## src/rtl/mux_cfg_pkg.sv

```systemverilog
// Shared types and helpers for the mux configuration loader.
// Holds the loader state encoding and the bitstream word-count helper.
package mux_cfg_pkg;

  typedef enum logic [2:0] {
    S_IDLE,
    S_LOAD,
    S_CHECK,
    S_COMMIT,
    S_DONE,
    S_ERR
  } state_e;

  function automatic int word_count(input int num_mem,
                                    input int data_w);
    return (num_mem + data_w - 1) / data_w;
  endfunction

endpackage

```

## src/rtl/mux_config_loader_if.sv

```systemverilog
// Bitstream valid/ready channel feeding the mux configuration loader.
// The source drives valid/data, the loader drives ready.
interface mux_config_loader_if #(
  parameter int DATA_W = 8
) ();

  logic              bs_valid;
  logic [DATA_W-1:0] bs_data;
  logic              bs_ready;

  modport master (
    output bs_valid,
    output bs_data,
    input  bs_ready
  );

  modport slave (
    input  bs_valid,
    input  bs_data,
    output bs_ready
  );

endinterface

```

## src/rtl/mux_cfg_shadow_reg.sv

```systemverilog
// Shadow register for incoming config bits plus the mem/mem_inv outputs.
// Shadow is written a word-slice at a time; outputs move only on commit.
module mux_cfg_shadow_reg #(
  parameter int NUM_MEM = 20,
  parameter int DATA_W  = 8,
  parameter int CW      = $clog2(NUM_MEM + 1)
) (
  input  logic               clk_i,
  input  logic               rst_ni,
  input  logic               clr_i,
  input  logic               ld_en_i,
  input  logic [CW-1:0]      ld_base_i,
  input  logic [DATA_W-1:0]  ld_data_i,
  input  logic               commit_i,
  output logic [0:NUM_MEM-1] mem_o,
  output logic [0:NUM_MEM-1] mem_inv_o
);

  logic [0:NUM_MEM-1] sh_q, sh_d;
  logic [0:NUM_MEM-1] mem_q, inv_q;
  logic [NUM_MEM-1:0] dsh, msk;

  // Word bit i lands on shadow element ld_base+i; bits past the end drop off.
  always_comb begin
    dsh  = NUM_MEM'(ld_data_i) << ld_base_i;
    msk  = NUM_MEM'({DATA_W{1'b1}}) << ld_base_i;
    sh_d = sh_q;
    if (clr_i) begin
      sh_d = '0;
    end else if (ld_en_i) begin
      for (int j = 0; j < NUM_MEM; j++) begin
        if (msk[j]) sh_d[j] = dsh[j];
      end
    end
  end

  always_ff @(posedge clk_i) begin
    if (!rst_ni) begin
      sh_q  <= '0;
      mem_q <= '0;
      inv_q <= '1;
    end else begin
      sh_q <= sh_d;
      if (commit_i) begin
        mem_q <= sh_q;
        inv_q <= ~sh_q;
      end
    end
  end

  assign mem_o     = mem_q;
  assign mem_inv_o = inv_q;

endmodule

```

## src/rtl/mux_config_loader.sv

```systemverilog
// Loads NUM_MEM mux select bits from a word stream, checks an XOR
// checksum and commits them atomically to the mem/mem_inv outputs.
module mux_config_loader
  import mux_cfg_pkg::*;
#(
  parameter int NUM_MEM = 20,
  parameter int DATA_W  = 8
) (
  input  logic               prog_clk,
  input  logic               pReset_n,
  input  logic               start,
  input  logic               abort,
  mux_config_loader_if.slave bs,
  output logic               busy,
  output logic               done,
  output logic               err,
  output logic [0:NUM_MEM-1] mem,
  output logic [0:NUM_MEM-1] mem_inv
);

  localparam int CW = $clog2(NUM_MEM + 1);

  state_e            state_q, state_d;
  logic [CW-1:0]     cnt_q, cnt_d;
  logic [DATA_W-1:0] csum_q, csum_d;
  logic              done_q, done_d;
  logic              err_q, err_d;

  logic              ready, xfer, last, pad_bad;
  logic              clr, ld_en, commit;
  logic [CW-1:0]     rem, k;
  logic [DATA_W-1:0] keep;

  assign ready       = (state_q == S_LOAD) || (state_q == S_CHECK);
  assign bs.bs_ready = ready;
  assign xfer        = bs.bs_valid && ready;

  // Final data word carries only rem live bits; the rest must be zero.
  always_comb begin
    rem     = CW'(NUM_MEM) - cnt_q;
    last    = int'(rem) <= DATA_W;
    k       = last ? rem : CW'(DATA_W);
    keep    = {DATA_W{1'b1}} >> (DATA_W - int'(rem));
    pad_bad = last && (|(bs.bs_data & ~keep));
  end

  always_comb begin
    state_d = state_q;
    cnt_d   = cnt_q;
    csum_d  = csum_q;
    done_d  = done_q;
    err_d   = err_q;
    clr     = 1'b0;
    ld_en   = 1'b0;
    commit  = 1'b0;
    unique case (state_q)
      S_IDLE, S_DONE, S_ERR: begin
        if (start && !abort) begin
          state_d = S_LOAD;
          cnt_d   = '0;
          csum_d  = '0;
          done_d  = 1'b0;
          err_d   = 1'b0;
          clr     = 1'b1;
        end
      end
      S_LOAD: begin
        if (abort) begin
          state_d = S_IDLE;
          done_d  = 1'b0;
          err_d   = 1'b0;
          clr     = 1'b1;
        end else if (xfer) begin
          ld_en  = 1'b1;
          cnt_d  = cnt_q + k;
          csum_d = csum_q ^ bs.bs_data;
          if (last) begin
            if (pad_bad) begin
              state_d = S_ERR;
              err_d   = 1'b1;
            end else begin
              state_d = S_CHECK;
            end
          end
        end
      end
      S_CHECK: begin
        if (abort) begin
          state_d = S_IDLE;
          done_d  = 1'b0;
          err_d   = 1'b0;
          clr     = 1'b1;
        end else if (xfer) begin
          if (bs.bs_data == csum_q) begin
            state_d = S_COMMIT;
          end else begin
            state_d = S_ERR;
            err_d   = 1'b1;
          end
        end
      end
      S_COMMIT: begin
        commit  = 1'b1;
        state_d = S_DONE;
        done_d  = 1'b1;
      end
      default: state_d = S_IDLE;
    endcase
  end

  always_ff @(posedge prog_clk) begin
    if (!pReset_n) begin
      state_q <= S_IDLE;
      cnt_q   <= '0;
      csum_q  <= '0;
      done_q  <= 1'b0;
      err_q   <= 1'b0;
    end else begin
      state_q <= state_d;
      cnt_q   <= cnt_d;
      csum_q  <= csum_d;
      done_q  <= done_d;
      err_q   <= err_d;
    end
  end

  assign busy = ready || (state_q == S_COMMIT);
  assign done = done_q;
  assign err  = err_q;

  mux_cfg_shadow_reg #(
    .NUM_MEM (NUM_MEM),
    .DATA_W  (DATA_W),
    .CW      (CW)
  ) u_shadow (
    .clk_i     (prog_clk),
    .rst_ni    (pReset_n),
    .clr_i     (clr),
    .ld_en_i   (ld_en),
    .ld_base_i (cnt_q),
    .ld_data_i (bs.bs_data),
    .commit_i  (commit),
    .mem_o     (mem),
    .mem_inv_o (mem_inv)
  );

endmodule
```

## src/flat_wrapper.sv

```systemverilog
// flat-port wrapper written by rule: the top's interface ports become plain ports
module mux_config_loader_flat import mux_cfg_pkg::*;
#(
  parameter int NUM_MEM = 20,
  parameter int DATA_W  = 8
)
  (prog_clk, pReset_n, start, abort, busy, done, err, mem, mem_inv, bs_bs_valid, bs_bs_data, bs_bs_ready);
  mux_config_loader_if #(.DATA_W(DATA_W)) bs_i ();
  input  logic prog_clk;
  input  logic pReset_n;
  input  logic start;
  input  logic abort;
  output logic busy;
  output logic done;
  output logic err;
  output logic [0:NUM_MEM-1] mem;
  output logic [0:NUM_MEM-1] mem_inv;
  input wire logic [$bits(bs_i.bs_valid)-1:0] bs_bs_valid;
  input wire logic [$bits(bs_i.bs_data)-1:0] bs_bs_data;
  output wire logic [$bits(bs_i.bs_ready)-1:0] bs_bs_ready;
  assign bs_i.bs_valid = bs_bs_valid;
  assign bs_i.bs_data = bs_bs_data;
  assign bs_bs_ready = bs_i.bs_ready;
  mux_config_loader #(.NUM_MEM(NUM_MEM), .DATA_W(DATA_W)) u_core (.prog_clk(prog_clk), .pReset_n(pReset_n), .start(start), .abort(abort), .bs(bs_i), .busy(busy), .done(done), .err(err), .mem(mem), .mem_inv(mem_inv));
endmodule
```

## config.mk

```make
export PLATFORM = sky130hd
export DESIGN_NAME = mux_config_loader_flat
export DESIGN_NICKNAME = d
export VERILOG_FILES = /design/src/rtl/mux_cfg_pkg.sv /design/src/rtl/mux_config_loader_if.sv /design/src/rtl/mux_cfg_shadow_reg.sv /design/src/rtl/mux_config_loader.sv /design/src/flat_wrapper.sv
export SDC_FILE = /design/constraint.sdc
export NUM_CORES = 1
export LEC_CHECK = 0
export ABC_CLOCK_PERIOD_IN_PS = 3400
export BUFFER_PORTS_ARGS = -buffer_cell sky130_fd_sc_hd__buf_4
export CORE_MARGIN = 5
export CORE_UTILIZATION = 40
export CTS_BUF_LIST = sky130_fd_sc_hd__clkbuf_8
export CTS_CLUSTER_DIAMETER = 120
export DETAILED_ROUTE_END_ITERATION = 10
export GPL_TIMING_DRIVEN = 1
export PLACE_DENSITY = 0.72
export REMOVE_ABC_BUFFERS = 1
export SYNTH_ARGS = -nofsm -noshare
export SYNTH_HDL_FRONTEND = slang
export SYNTH_SLANG_ARGS = --single-unit
```

## constraint.sdc

```tcl
create_clock -name prog_clk -period 3.4 [get_ports prog_clk]
set_input_delay 0.17 -clock prog_clk [delete_from_list [all_inputs] [get_ports prog_clk]]
set_output_delay 0.17 -clock prog_clk [all_outputs]
set_load 0.02 [all_outputs]
```

==> reports/results.tsv <==
stage	metric	value	unit
layout	Layout Area Growth over Synthesis	15.5	%
critical_path	maximum fanout along the worst path	15	
pwr	internal power	1.34	mW
logic_synthesis	Gate Count Post-Synth	551	
pwr	switching portion of total power	26.7	%
floorplanning	initial core utilization	41.1	%
pwr	clock share of power	37.1	%
drt	DRC	0	
placed_design	HPWL Detailed	7390	um
critical_path	Critical Path End Type	register	
layout	Inserted Diodes	0	
pwr	Sequential Power Share	51.3	%
logic_synthesis	register bit count reported by yosys	78	
cts	Post-CTS Setup Bufs	0	
flow_run	Max-Cap Viols	0	
floorplanning	Chip Height	113	um
floorplanning	Ports	57	
critical_path	Worst Path Arrival	3.43	ns
logic_synthesis	Post-synth top cells	nand2_1, dfxtp_1, nor2_1	
grt	met2 GRT Util	26.0	%
pwr	Worst VDD drop	158	uV
logic_synthesis	predominant post-synthesis flop cell	dfxtp_1	
placed_design	Port Buffers	56	
drt	WL per Instance	14.3	um
drt	First DRT Iteration DRCs	308	
cts	worst skew pair latency	0.36	ns
cts	clock tree buffer depth	2	
cts	CTS Buf Count	9	
timing	Worst slew margin	48.9	%
logic_synthesis	synth warn	0	
placed_design	Placer Congestion	0.919	
grt	initial antenna violation count	0	
logic_synthesis	Unique masters post-synth	64	
grt	largest net degree at the start of global routing	58	
cts	Worst-path clk slew	0.08	ns
floorplanning	CORE AREA	10400	sq um
outcome	outcome	complete, no violations	
timing	max-slew violations	0	
drt	DRT Pass-1 Iters	5	
logic_synthesis	Seq/Total Area, Yosys	36.6	%
timing	fin crit period	3.14	ns
floorplanning	row count	37	
floorplanning	die area	12800	sq um
logic_synthesis	Syn Area/Cell	7.74	sq um
grt	global-route wire length before repair	17700	um
logic_synthesis	Post-synth ARST share	0	%
timing	Fin Setup TNS	0	ns
timing	Layout Skew	0.0111	ns
placed_design	placed inst area	4740	sq um
hold_path	hold crit path type	in2reg	
logic_synthesis	cell taking the most area after synthesis	dfxtp_1	
logic_synthesis	number of synthesized flops with an enable pin	0	
pwr	switching pwr	0.488	mW
timing	Fmax achieved	319	MHz
pwr	Lkg Pwr	1.93	nW
floorplanning	chip width	113	um
drt	via count	3934	
logic_synthesis	most frequent cell after synthesis	nand2_1	
critical_path	worst setup path category	reg2reg	
timing	Tcrit/Tclk final	92.3	%
timing	final setup fails	0	
grt	total global-route track usage	16.6	%
drt	final wirelength	10400	um
drt	Post-DRT Antenna Nets	0	
grt	GRT overflow	0	
cts	H-tree Lvls	3	
grt	met3 global-route usage	4.06	%
cts	Clock Sinks	78	
cts	Hold Buf Count CTS	0	
drt	vias per cell	5.43	
cts	CTS tree	yes	
timing	Fin. Hold Viols	0	
timing	slew of the pin with the lowest slew margin	0.767	ns
grt	vias in the first global route	3722	
critical_path	Critical Path RT	3.69	ns
logic_synthesis	top cell type's share of synthesized area	36.6	%
grt	met1 GRT Util	22.1	%
pwr	power per cell area	370	nW/um^2
cts	CTS root buf	clkbuf_8	
layout	Post-layout nets	606	
logic_synthesis	Mapped Area	4270	sq um
timing	RSZ-0062 raised after global routing	no	
pwr	Logic pwr share	11.5	%
layout	final instance area	4930	sq um
logic_synthesis	Area contributors post-synth	dfxtp_1, nand2_1, nor2_1	
critical_path	crit start category	register	
grt	GR peak layer	met2	
layout	layout cells sized above 1	16.3	%
-- timing repair --
item,in CTS,in global routing
endpoints found under the hold margin,0,0
resized for setup,0,1
setup endpoints to repair,0,1
-- sequential cells by signal (all words and copies together), names as in the netlist --
| register | flops |
|---|---|
| u_core.u_shadow.mem_inv_o | 20 |
| u_core.done | 1 |
| u_core.cnt_q | 5 |
| u_core.state_q | 3 |
| u_core.err | 1 |
| u_core.csum_q | 8 |
| u_core.u_shadow.mem_o | 20 |
| u_core.u_shadow.sh_q | 20 |
-- cell families (layout without fill, tap and decap cells) --
logic type               Yosys count  count (layout)  share of synthesized area [%]
AND/OR/NAND/NOR                  223             223                           23.5
adder cells (fa/ha/maj)           10              10                           2.87
multiplexers                      21              21                           5.37
flip-flops                        78              78                           36.6
AO/OA/AOI/OAI                    148             148                           22.6
XOR/XNOR                          17              17                           3.67
buffers and inverters             54              92                           5.43
-- per-stage QoR --
stage	hold slack [ns]	std cells	setup slack [ns]	total power [mW]	util [%]
finish	0.152	725	0.263	1.83	47.5
global route	0.158	725	0.0319	1.91	47.5
CTS	0.134	725	0.142	1.85	47.5
detailed placement	0.458	709	0.162	1.17	45.7
global placement	0.447	709	0.343	1.16	45.7
floorplan	0.232	507	-0.192	1.09	-
-- per-layer routing --
layer | wire [um] | vias to the layer above
li1 | - | 1968
met1 | 4860 | 1830
met2 | 4730 | 118
met3 | 627 | 18
met4 | 171 | 0
met5 | 0 | -
-- power groups by stage --
stage,Combinational (mW),Sequential (mW),Clock (mW)
2_1_floorplan,0.124,0.963,0
3_3_place_gp,0.206,0.958,0
3_5_place_dp,0.211,0.958,0
4_1_cts,0.211,0.937,0.702
5_1_grt,0.233,0.939,0.736
6_report,0.211,0.937,0.678
-- critical path, stage by stage (launching register included) --
cell,delay [ns]
dfxtp_2,0.43
inv_2,0.15
ha_1,0.27
a21oi_2,0.21
xor2_2,0.30
nand2_4,0.18
nor2_1,0.17
a21o_1,0.11
ha_1,0.20
a21oi_1,0.08
nor2_1,0.11
nor2_1,0.05
o22a_1,0.22
or4_1,0.47
a21oi_1,0.14
-- layout by cell type, fill, tap and decap left out, types with 11 or more instances in the layout --
cell type and count:
a21boi_0 20, a21oi_1 27, and2_1 11, buf_4 66
dfxtp_1 77, mux2i_1 15, nand2_1 117, nand3_1 16
nor2_1 43, o211ai_1 13, o21ai_0 19, o21ai_1 26
-- area by class of cell --
class                           instances  area, sq um
Fill cell                            1031         5440
Inverter                               10         37.5
Clock inverter                          7         65.1
Timing Repair Buffer                   66          495
Sequential cell                        78         1560
Multi-Input combinational cell        419         2470
Clock buffer                            9          124
Tap cell                              136          170
-- path summary, 6_finish.rpt --
check	startpoint	endpoint	cells after the start	slack, ns
max	u_core.cnt_q[2]	u_core.cnt_q[4]	14	0.26
min	start	u_core.done	3	0.15
max reg2reg	u_core.cnt_q[2]	u_core.cnt_q[4]	14	0.26
min reg2reg	u_core.u_shadow.mem_o[3]	u_core.u_shadow.mem_o[3]	2	0.46
No activity file was read; power rests on OpenSTA's default activity.
